**config.mk**
```make
export PLATFORM = sky130hd
export DESIGN_NAME = dmem_arbiter
export DESIGN_NICKNAME = d
export VERILOG_FILES = /design/src/rtl/dmem_arbiter.sv
export SDC_FILE = /design/constraint.sdc
export NUM_CORES = 1
export LEC_CHECK = 0
export CORE_MARGIN = 2
export CORE_UTILIZATION = 32
export CTS_CLUSTER_DIAMETER = 150
export DETAILED_ROUTE_END_ITERATION = 16
export PLACE_DENSITY = 0.76
export SYNTH_ARGS = -nofsm -noshare
export SYNTH_HDL_FRONTEND = slang
export SYNTH_SLANG_ARGS = --single-unit
```
**constraint.sdc**
```tcl
create_clock -name clk -period 1.5 [get_ports clk]
set_input_delay 0.3 -clock clk [delete_from_list [all_inputs] [get_ports clk]]
set_output_delay 0.3 -clock clk [all_outputs]
set_load 0.01 [all_outputs]
```
**src/rtl/dmem_arbiter.sv**
```systemverilog
// Data-memory arbiter: fixed CPU priority with a starvation-forced EXT grant.
// Optional DMEM_ARB_STATS_EN adds saturating conflict/stall counters.
module dmem_arbiter #(
    parameter int ADDR_WIDTH   = 10,
    parameter int DATA_WIDTH   = 32,
    parameter int STARVE_LIMIT = 4,
    parameter int CNT_WIDTH    = 4
) (
    input  logic                  clk,
    input  logic                  reset_b,
    input  logic                  cpu_req,
    input  logic                  cpu_we,
    input  logic [ADDR_WIDTH-1:0] cpu_addr,
    input  logic [DATA_WIDTH-1:0] cpu_wdata,
    output logic                  cpu_gnt,
    output logic [DATA_WIDTH-1:0] cpu_rdata,
    output logic                  cpu_rvalid,
    input  logic                  ext_req,
    input  logic                  ext_we,
    input  logic [ADDR_WIDTH-1:0] ext_addr,
    input  logic [DATA_WIDTH-1:0] ext_wdata,
    output logic                  ext_gnt,
    output logic [DATA_WIDTH-1:0] ext_rdata,
    output logic                  ext_rvalid,
    output logic [ADDR_WIDTH-1:0] mem_addr,
    output logic [DATA_WIDTH-1:0] mem_din,
    output logic                  mem_read,
    output logic                  mem_write,
    input  logic [DATA_WIDTH-1:0] mem_dout
`ifdef DMEM_ARB_STATS_EN
    ,
    output logic [31:0]           conflict_cnt,
    output logic [31:0]           cpu_stall_cnt
`endif
);

    // state     | meaning
    // CPU_PRI   | CPU wins every conflict; starvation counter runs
    // EXT_FORCE | single cycle where a waiting EXT request wins
    typedef enum logic {
        CPU_PRI   = 1'b0,
        EXT_FORCE = 1'b1
    } state_t;

    localparam logic [CNT_WIDTH-1:0] LIMIT = CNT_WIDTH'(STARVE_LIMIT);

    state_t                 state_q, state_d;
    logic [CNT_WIDTH-1:0]   starve_cnt_q, starve_cnt_d;
    logic [CNT_WIDTH-1:0]   cnt_inc;
    logic [DATA_WIDTH-1:0]  cpu_rdata_q, ext_rdata_q;
    logic                   cpu_rvalid_q, ext_rvalid_q;

    assign cnt_inc = starve_cnt_q + 1'b1;

    // Grants are gated by reset so nothing reaches dmem while held in reset.
    always_comb begin
        cpu_gnt = 1'b0;
        ext_gnt = 1'b0;
        if (reset_b) begin
            case (state_q)
                CPU_PRI: begin
                    cpu_gnt = cpu_req;
                    ext_gnt = ext_req & ~cpu_req;
                end
                EXT_FORCE: begin
                    ext_gnt = ext_req;
                    cpu_gnt = cpu_req & ~ext_req;
                end
                default: begin
                    cpu_gnt = 1'b0;
                    ext_gnt = 1'b0;
                end
            endcase
        end
    end

    always_comb begin
        state_d      = CPU_PRI;
        starve_cnt_d = '0;
        case (state_q)
            CPU_PRI: begin
                if (cpu_req && ext_req) begin
                    starve_cnt_d = cnt_inc;
                    if (cnt_inc == LIMIT) begin
                        state_d = EXT_FORCE;
                    end
                end
            end
            EXT_FORCE: begin
                state_d      = CPU_PRI;
                starve_cnt_d = '0;
            end
            default: begin
                state_d      = CPU_PRI;
                starve_cnt_d = '0;
            end
        endcase
    end

    always_ff @(posedge clk) begin
        if (!reset_b) begin
            state_q      <= CPU_PRI;
            starve_cnt_q <= '0;
        end else begin
            state_q      <= state_d;
            starve_cnt_q <= starve_cnt_d;
        end
    end

    always_comb begin
        mem_addr  = '0;
        mem_din   = '0;
        mem_read  = 1'b0;
        mem_write = 1'b0;
        if (cpu_gnt) begin
            mem_addr  = cpu_addr;
            mem_din   = cpu_wdata;
            mem_read  = ~cpu_we;
            mem_write = cpu_we;
        end else if (ext_gnt) begin
            mem_addr  = ext_addr;
            mem_din   = ext_wdata;
            mem_read  = ~ext_we;
            mem_write = ext_we;
        end
    end

    always_ff @(posedge clk) begin
        if (!reset_b) begin
            cpu_rdata_q  <= '0;
            ext_rdata_q  <= '0;
            cpu_rvalid_q <= 1'b0;
            ext_rvalid_q <= 1'b0;
        end else begin
            cpu_rvalid_q <= cpu_gnt & ~cpu_we;
            ext_rvalid_q <= ext_gnt & ~ext_we;
            if (cpu_gnt && !cpu_we) begin
                cpu_rdata_q <= mem_dout;
            end
            if (ext_gnt && !ext_we) begin
                ext_rdata_q <= mem_dout;
            end
        end
    end

    assign cpu_rdata  = cpu_rdata_q;
    assign ext_rdata  = ext_rdata_q;
    assign cpu_rvalid = cpu_rvalid_q;
    assign ext_rvalid = ext_rvalid_q;

`ifdef DMEM_ARB_STATS_EN
    logic [31:0] conflict_cnt_q, cpu_stall_cnt_q;

    always_ff @(posedge clk) begin
        if (!reset_b) begin
            conflict_cnt_q  <= '0;
            cpu_stall_cnt_q <= '0;
        end else begin
            if (cpu_req && ext_req && (conflict_cnt_q != '1)) begin
                conflict_cnt_q <= conflict_cnt_q + 32'd1;
            end
            if (cpu_req && !cpu_gnt && (cpu_stall_cnt_q != '1)) begin
                cpu_stall_cnt_q <= cpu_stall_cnt_q + 32'd1;
            end
        end
    end

    assign conflict_cnt  = conflict_cnt_q;
    assign cpu_stall_cnt = cpu_stall_cnt_q;
`endif

endmodule
```
==> impl_metrics.json, run 1 <==
{
  "muxShareOfSynthArea_pct": 20.2,
  "syn-cell-area_mm2": 0.00317,
  "syn_to_final_growth_pct": 78.7,
  "power_density_mw_per_mm2": 778,
  "h-tree-depth": 3,
  "root_buffer": "clkbuf_8",
  "met2_usage_pct": 36.8,
  "setup_viol": 45,
  "grt_pass1_wl_mm": 18.0,
  "switching_share_pct": 23.7,
  "synth_top_cell_by_area": "dfxtp_1",
  "status": "finished, violations left",
  "drtIter0Drc": 117,
  "worstPathRequired_ns": 1.20,
  "vias_per_cell": 4.65,
  "critPathMaxFanout": 23,
  "synth_xor_area_share_pct": 0.552,
  "slew_violations": 0,
  "setup_ws_ns": -0.313,
  "hp-class": "reg -> reg",
  "finalNetCount": 684,
  "crit_path_end_kind": "output port",
  "use_met1_pct": 23.9,
  "io_buffers": 233,
  "path_common_cell": "buf_6",
  "path_cells": "buf_6 > o211a_4 > buf_12 > a22o_1 > buf_6",
  "crit_path_start_kind": "register",
  "cts_buffers": 9,
  "syn-num-nets": 450,
  "drc": 0,
  "syn-mean-instance-area_um2": 9.74,
  "post_drt_wl_per_cell_um": 16.4,
  "initial_core_util_pct": 32.8,
  "synth_seq_cells": 71,
  "hold_slack_ns": 0.455,
  "finalWirelength_mm": 11.4,
  "cts_max_path_buffers": 2,
  "p_sw_w": 0.00104,
  "yosysSeqAreaShare_pct": 44.8,
  "yosys.area_share.adder_pct": 0.788,
  "worstPathArrival_ns": 1.51,
  "period_share_pct": 121,
  "final_cell_mix": "clkdlybuf4s50_1, nand2_1, dfxtp_1",
  "final_antenna_net_count": 0,
  "firstDrtPassIters": 4,
  "irDropWorstVdd_mv": 0.489,
  "place_area_mm2": 0.00564,
  "period_needed_ns": 1.81,
  "final_common_cell": "clkdlybuf4s50_1",
  "yosysUniqueCellTypes": 23,
  "maxCapViolCount": 0,
  "clkSinkCount": 71,
  "combPwrFrac_pct": 20.2,
  "synth-compound-area-share_pct": 13.0,
  "worst_path_max_delay_cell": "dfxtp_2",
  "max_slew.worst_pin.slew_ns": 0.563,
  "setup.worst_path.class": "reg -> out",
  "die_w_um": 104,
  "synth_top_family_by_area": "multiplexers",
  "antennaDiodeCount": 0,
  "grt-ovfl-total": 0,
  "grt_start_max_net_pins": 59,
  "dp_slack_ns": -0.851,
  "die_area_mm2": 0.0107,
  "gr-usage-met3_pct": 6.23,
  "synth-warning-count": 0,
  "utilization_pct": 58.6,
  "fmax_mhz": 552,
  "synth_cells": 326,
  "finClkSkew_ns": 0.00761,
  "busiest_layer": "met2",
  "hpwl_mm": 8.57,
  "drive_above_1_share_pct": 15.6,
  "coreArea_mm2": 0.00968,
  "cts_tree": "built",
  "ios": 234,
  "grt_pass1_vias": 3281,
  "hold_violations": 0,
  "die_y_um": 104,
  "grt_util_all_layers_pct": 21.0,
  "seqPwrFrac_pct": 44.4,
  "final_cell_area_mm2": 0.00567,
  "violations": "setup timing",
  "synthSimpleGateAreaFrac_pct": 13.2,
  "path_clk_slew_ns": 0.07,
  "vias": 3249,
  "row_count": 36,
  "grt_antenna_before_repair": 0,
  "insertion_delay_ns": 0.34,
  "cellLeakagePower_nw": 2.82,
  "rsz0062_at_grt": "yes",
  "place_congestion": 0.947,
  "p_clk_share_pct": 35.4,
  "relSlewSlack_pct": 62.5,
  "synth_top_area_share_pct": 44.8,
  "synth_area_leaders": "dfxtp_1, mux2i_1, a22o_1, nand2_1, buf_6",
  "p_int_w": 0.00337,
  "crit_path_max_incr_delay_ns": 0.33
}
stage by stage:
step	setup TNS, ns	instances	total power [W]
global placement	-71.90	680	0.00296
detailed placement	-76.48	680	0.00297
floorplan	0	326	0.00234
CTS	-13.62	697	0.00446
global route	-15.61	698	0.00462
finish	-12.70	698	0.00441
power by group through the flow:
stage | combinational, W | sequential (W) | clock [W]
finish | 0.000889 | 0.00196 | 0.00156
global route | 0.000948 | 0.00197 | 0.00171
CTS | 0.000876 | 0.00196 | 0.00162
detailed placement | 0.000966 | 0.00201 | 0
global placement | 0.000955 | 0.00200 | 0
floorplan | 0.000311 | 0.00203 | 0
worst max-delay path, delay by kind of cell, from the launching register on:
family / cells / cell delay, ns
buffers and inverters: 3 / 0.40
flip-flops: 1 / 0.33
AO/OA/AOI/OAI: 2 / 0.45
cells in the mapped netlist, drive strengths merged:
master	n
nor2	4
dfxtp	71
o211a	1
nand2	98
nand4b	1
xnor2	1
o21ai	1
xor2	1
buf	22
and3	1
a21oi	1
nor3b	1
a22o	42
inv	5
mux2i	64
o2111ai	2
clkbuf	6
ha	2
nand3	2
state kept, by name, summed over array words and instances, names as in the netlist:
| name | flops |
|---|---|
| cpu_rdata | 32 |
| ext_rdata | 32 |
| state_q | 1 |
| cpu_rvalid | 1 |
| ext_rvalid | 1 |
| starve_cnt_q | 4 |
cell families (layout without fill, tap and decap cells):
kind of cell / count (synthesis) / after routing
multiplexers: 64 / 64
AND/OR/NAND/NOR: 107 / 107
XOR/XNOR: 2 / 2
flip-flops: 71 / 71
AO/OA/AOI/OAI: 47 / 47
buffers and inverters: 33 / 272
adder cells (fa/ha/maj): 2 / 2
worst paths after layout:
| kind | from | endpoint | slack (ns) | depth (start not counted) |
|---|---|---|---|---|
| max | state_q | mem_addr[2] | -0.31 | 5 |
| min reg2reg | cpu_rdata[26] | cpu_rdata[26] | 0.46 | 2 |
| min | cpu_rdata[26] | cpu_rdata[26] | 0.46 | 2 |
| max reg2reg | state_q | ext_rdata[17] | 0.10 | 5 |
cell type report:
cell class,instances,area [um^2]
Fill cell,882,4010
Timing Repair Buffer,251,2310
Multi-Input combinational cell,222,1550
Sequential cell,71,1420
Clock buffer,13,169
Tap cell,133,166
Clock inverter,3,40.0
Inverter,5,18.8
repair_timing:
| action | 4_1_cts | 5_1_grt |
|---|---|---|
| buffers inserted | 2 | 1 |
| pin swaps | 2 | 1 |
| hold buffers | 0 | 0 |
| cloned | 0 | 1 |
| resized for setup | 267 | 14 |
| setup endpoints to repair | 177 | 107 |
metal layers:
layer	share of wire, %	wire [um]
met2	50	5750
met5	0	0
met3	7.6	873
met1	40	4540
met4	2.4	269
(Power assumes the default switching activity.)
==> run 2: changes to the inputs <==
Clock period 1.5 ns to 2.35 ns, I/O delays scaled along.
==> impl_metrics.json, run 2 (same netlist as run 1, synthesis figures left out) <==
{
  "drc": 0,
  "crit_path_end_kind": "output port",
  "syn_to_final_growth_pct": 83.4,
  "drtIter0Drc": 138,
  "seq_area_mm2": 0.00142,
  "die_w_um": 104,
  "io_buffers": 233,
  "grt_start_max_net_pins": 52,
  "hold_violations": 0,
  "firstDrtPassIters": 4,
  "drive_above_1_share_pct": 6.60,
  "maxCapViolCount": 0,
  "worstPathArrival_ns": 1.77,
  "power_density_mw_per_mm2": 517,
  "max_slew.worst_pin.slew_ns": 0.597,
  "path_clk_slew_ns": 0.07,
  "grt_util_all_layers_pct": 20.7,
  "hp-class": "reg -> reg",
  "finalNetCount": 680,
  "grt-ovfl-total": 0,
  "num-fill-cells": 825,
  "worst_path_max_delay_cell": "clkdlybuf4s50_1",
  "vias": 3190,
  "vias_per_cell": 4.60,
  "final_antenna_net_count": 0,
  "antennaDiodeCount": 0,
  "r2r-end": "cpu_rdata[6]",
  "utilization_pct": 60.1,
  "holdPathStages": 2,
  "timing.rr.start": "state_q",
  "cellLeakagePower_nw": 2.57,
  "h-tree-depth": 3,
  "setup.worst_path.class": "in -> out",
  "rsz0062_at_grt": "no",
  "crit_start": "ext_req",
  "worstPathRequired_ns": 1.88,
  "grt_pass1_wl_mm": 17.7,
  "path_cells": "dlygate4sd2_1 > nand2_1 > nand3_1 > inv_2 > buf_12 > clkdlybuf4s50_1",
  "coreArea_mm2": 0.00968,
  "critPathMaxFanout": 20,
  "status": "complete, no violations",
  "final_common_cell": "clkdlybuf4s50_1",
  "setup_tns_ns": 0,
  "grt_antenna_before_repair": 0,
  "ios": 234,
  "r2r_cells": 5,
  "cts_tree": "built",
  "multi_input_area_mm2": 0.00154,
  "grt_pass1_vias": 3286,
  "period_share_pct": 95.3,
  "r2r_slack_ns": 0.72,
  "die_area_mm2": 0.0107,
  "root_buffer": "clkbuf_8",
  "insertion_delay_ns": 0.34,
  "crit_path_max_incr_delay_ns": 0.54,
  "irDropWorstVdd_mv": 0.422,
  "finalWirelength_mm": 11.2,
  "clkSinkCount": 71,
  "die_y_um": 104,
  "setup_viol": 0,
  "relSlewSlack_pct": 60.2,
  "hpwl_mm": 8.59,
  "final_cell_mix": "clkdlybuf4s50_1, nand2_1, dfxtp_1",
  "crit_path_start_kind": "primary input",
  "initial_core_util_pct": 32.8,
  "slew_violations": 0,
  "finClkSkew_ns": 0.00481,
  "place_congestion": 0.900,
  "cts_max_path_buffers": 2,
  "row_count": 36,
  "period_needed_ns": 2.24,
  "fmax_mhz": 447,
  "min_to": "cpu_rdata[16]",
  "post_drt_wl_per_cell_um": 16.2,
  "cts_buffers": 9,
  "min_from": "cpu_rdata[16]"
}
## run 2: cell count changes in the layout (fill, tap and decap cells not counted), moves of 2 or more
cell,previous run,this run
buf_2,36,1
buf_6,13,0
bufinv_16,1,3
clkbuf_8,12,10
clkdlybuf4s50_1,118,186
dlygate4sd2_1,67,45
## run 2: power breakdown
part | internal [W] | leakage (nW) | switching (W)
Clock | 0.000730 | 0.122 | 0.000444
Sequential | 0.00124 | 0.576 | 0.0000169
Combinational | 0.000359 | 1.87 | 0.000223
## run 2: how the worst max path moves through the flow
stage,end
global route,cpu_gnt
global placement,mem_addr[9]
detailed placement,mem_addr[4]
floorplan,mem_addr[0]
finish,cpu_gnt
CTS,mem_write
## run 2: critical path, delay by kind of cell
kind	cells	cell delay [ns]
buf+inv	4	1.09
simple gates	2	0.21
## run 2: layer usage
metal | vias to the layer above | global-route usage (%) | part of all wire [%]
met5 | - | 0 | 0
met4 | 0 | 5.69 | 1.1
met3 | 16 | 7.61 | 7.9
met2 | 118 | 37.2 | 51
met1 | 1471 | 22.9 | 40
li1 | 1585 | - | -
## run 2: through the flow
step                      setup WS, ns  cell area [um^2]  std cells  total power (W)  hold WS (ns)
after floorplan                  0.687              3170        326          0.00149         0.433
after global routing            0.0140              5820        694          0.00313         0.476
after CTS                       0.0257              5820        694          0.00305         0.460
final                            0.110              5820        694          0.00301         0.456
after global placement          -0.334              5620        678          0.00189         0.443
after detailed placement        -0.335              5620        678          0.00190         0.448
## run 2: layout make-up
class                   instances  area share, %
multi-input cells             222           26.5
clock buffers                  10           2.36
well taps                     133           2.86
inverters                       5          0.322
clock inverters                 6           1.85
repair buffers                247           41.7
flip-flops and latches         71           24.4
## run 2: what timing repair did
item,in CTS,in global routing
endpoints found under the hold margin,0,0
gates cloned,0,0
buffers inserted,0,0
endpoints found under the setup margin,46,1
hold buffers,0,0
gates resized for setup,47,1
==> run 3: changes to the inputs <==
Settings changed: CAP_MARGIN from default to 20.
==> results of run 3 <==
No change in the layout: final DEF, timing and power equal those of run 2.
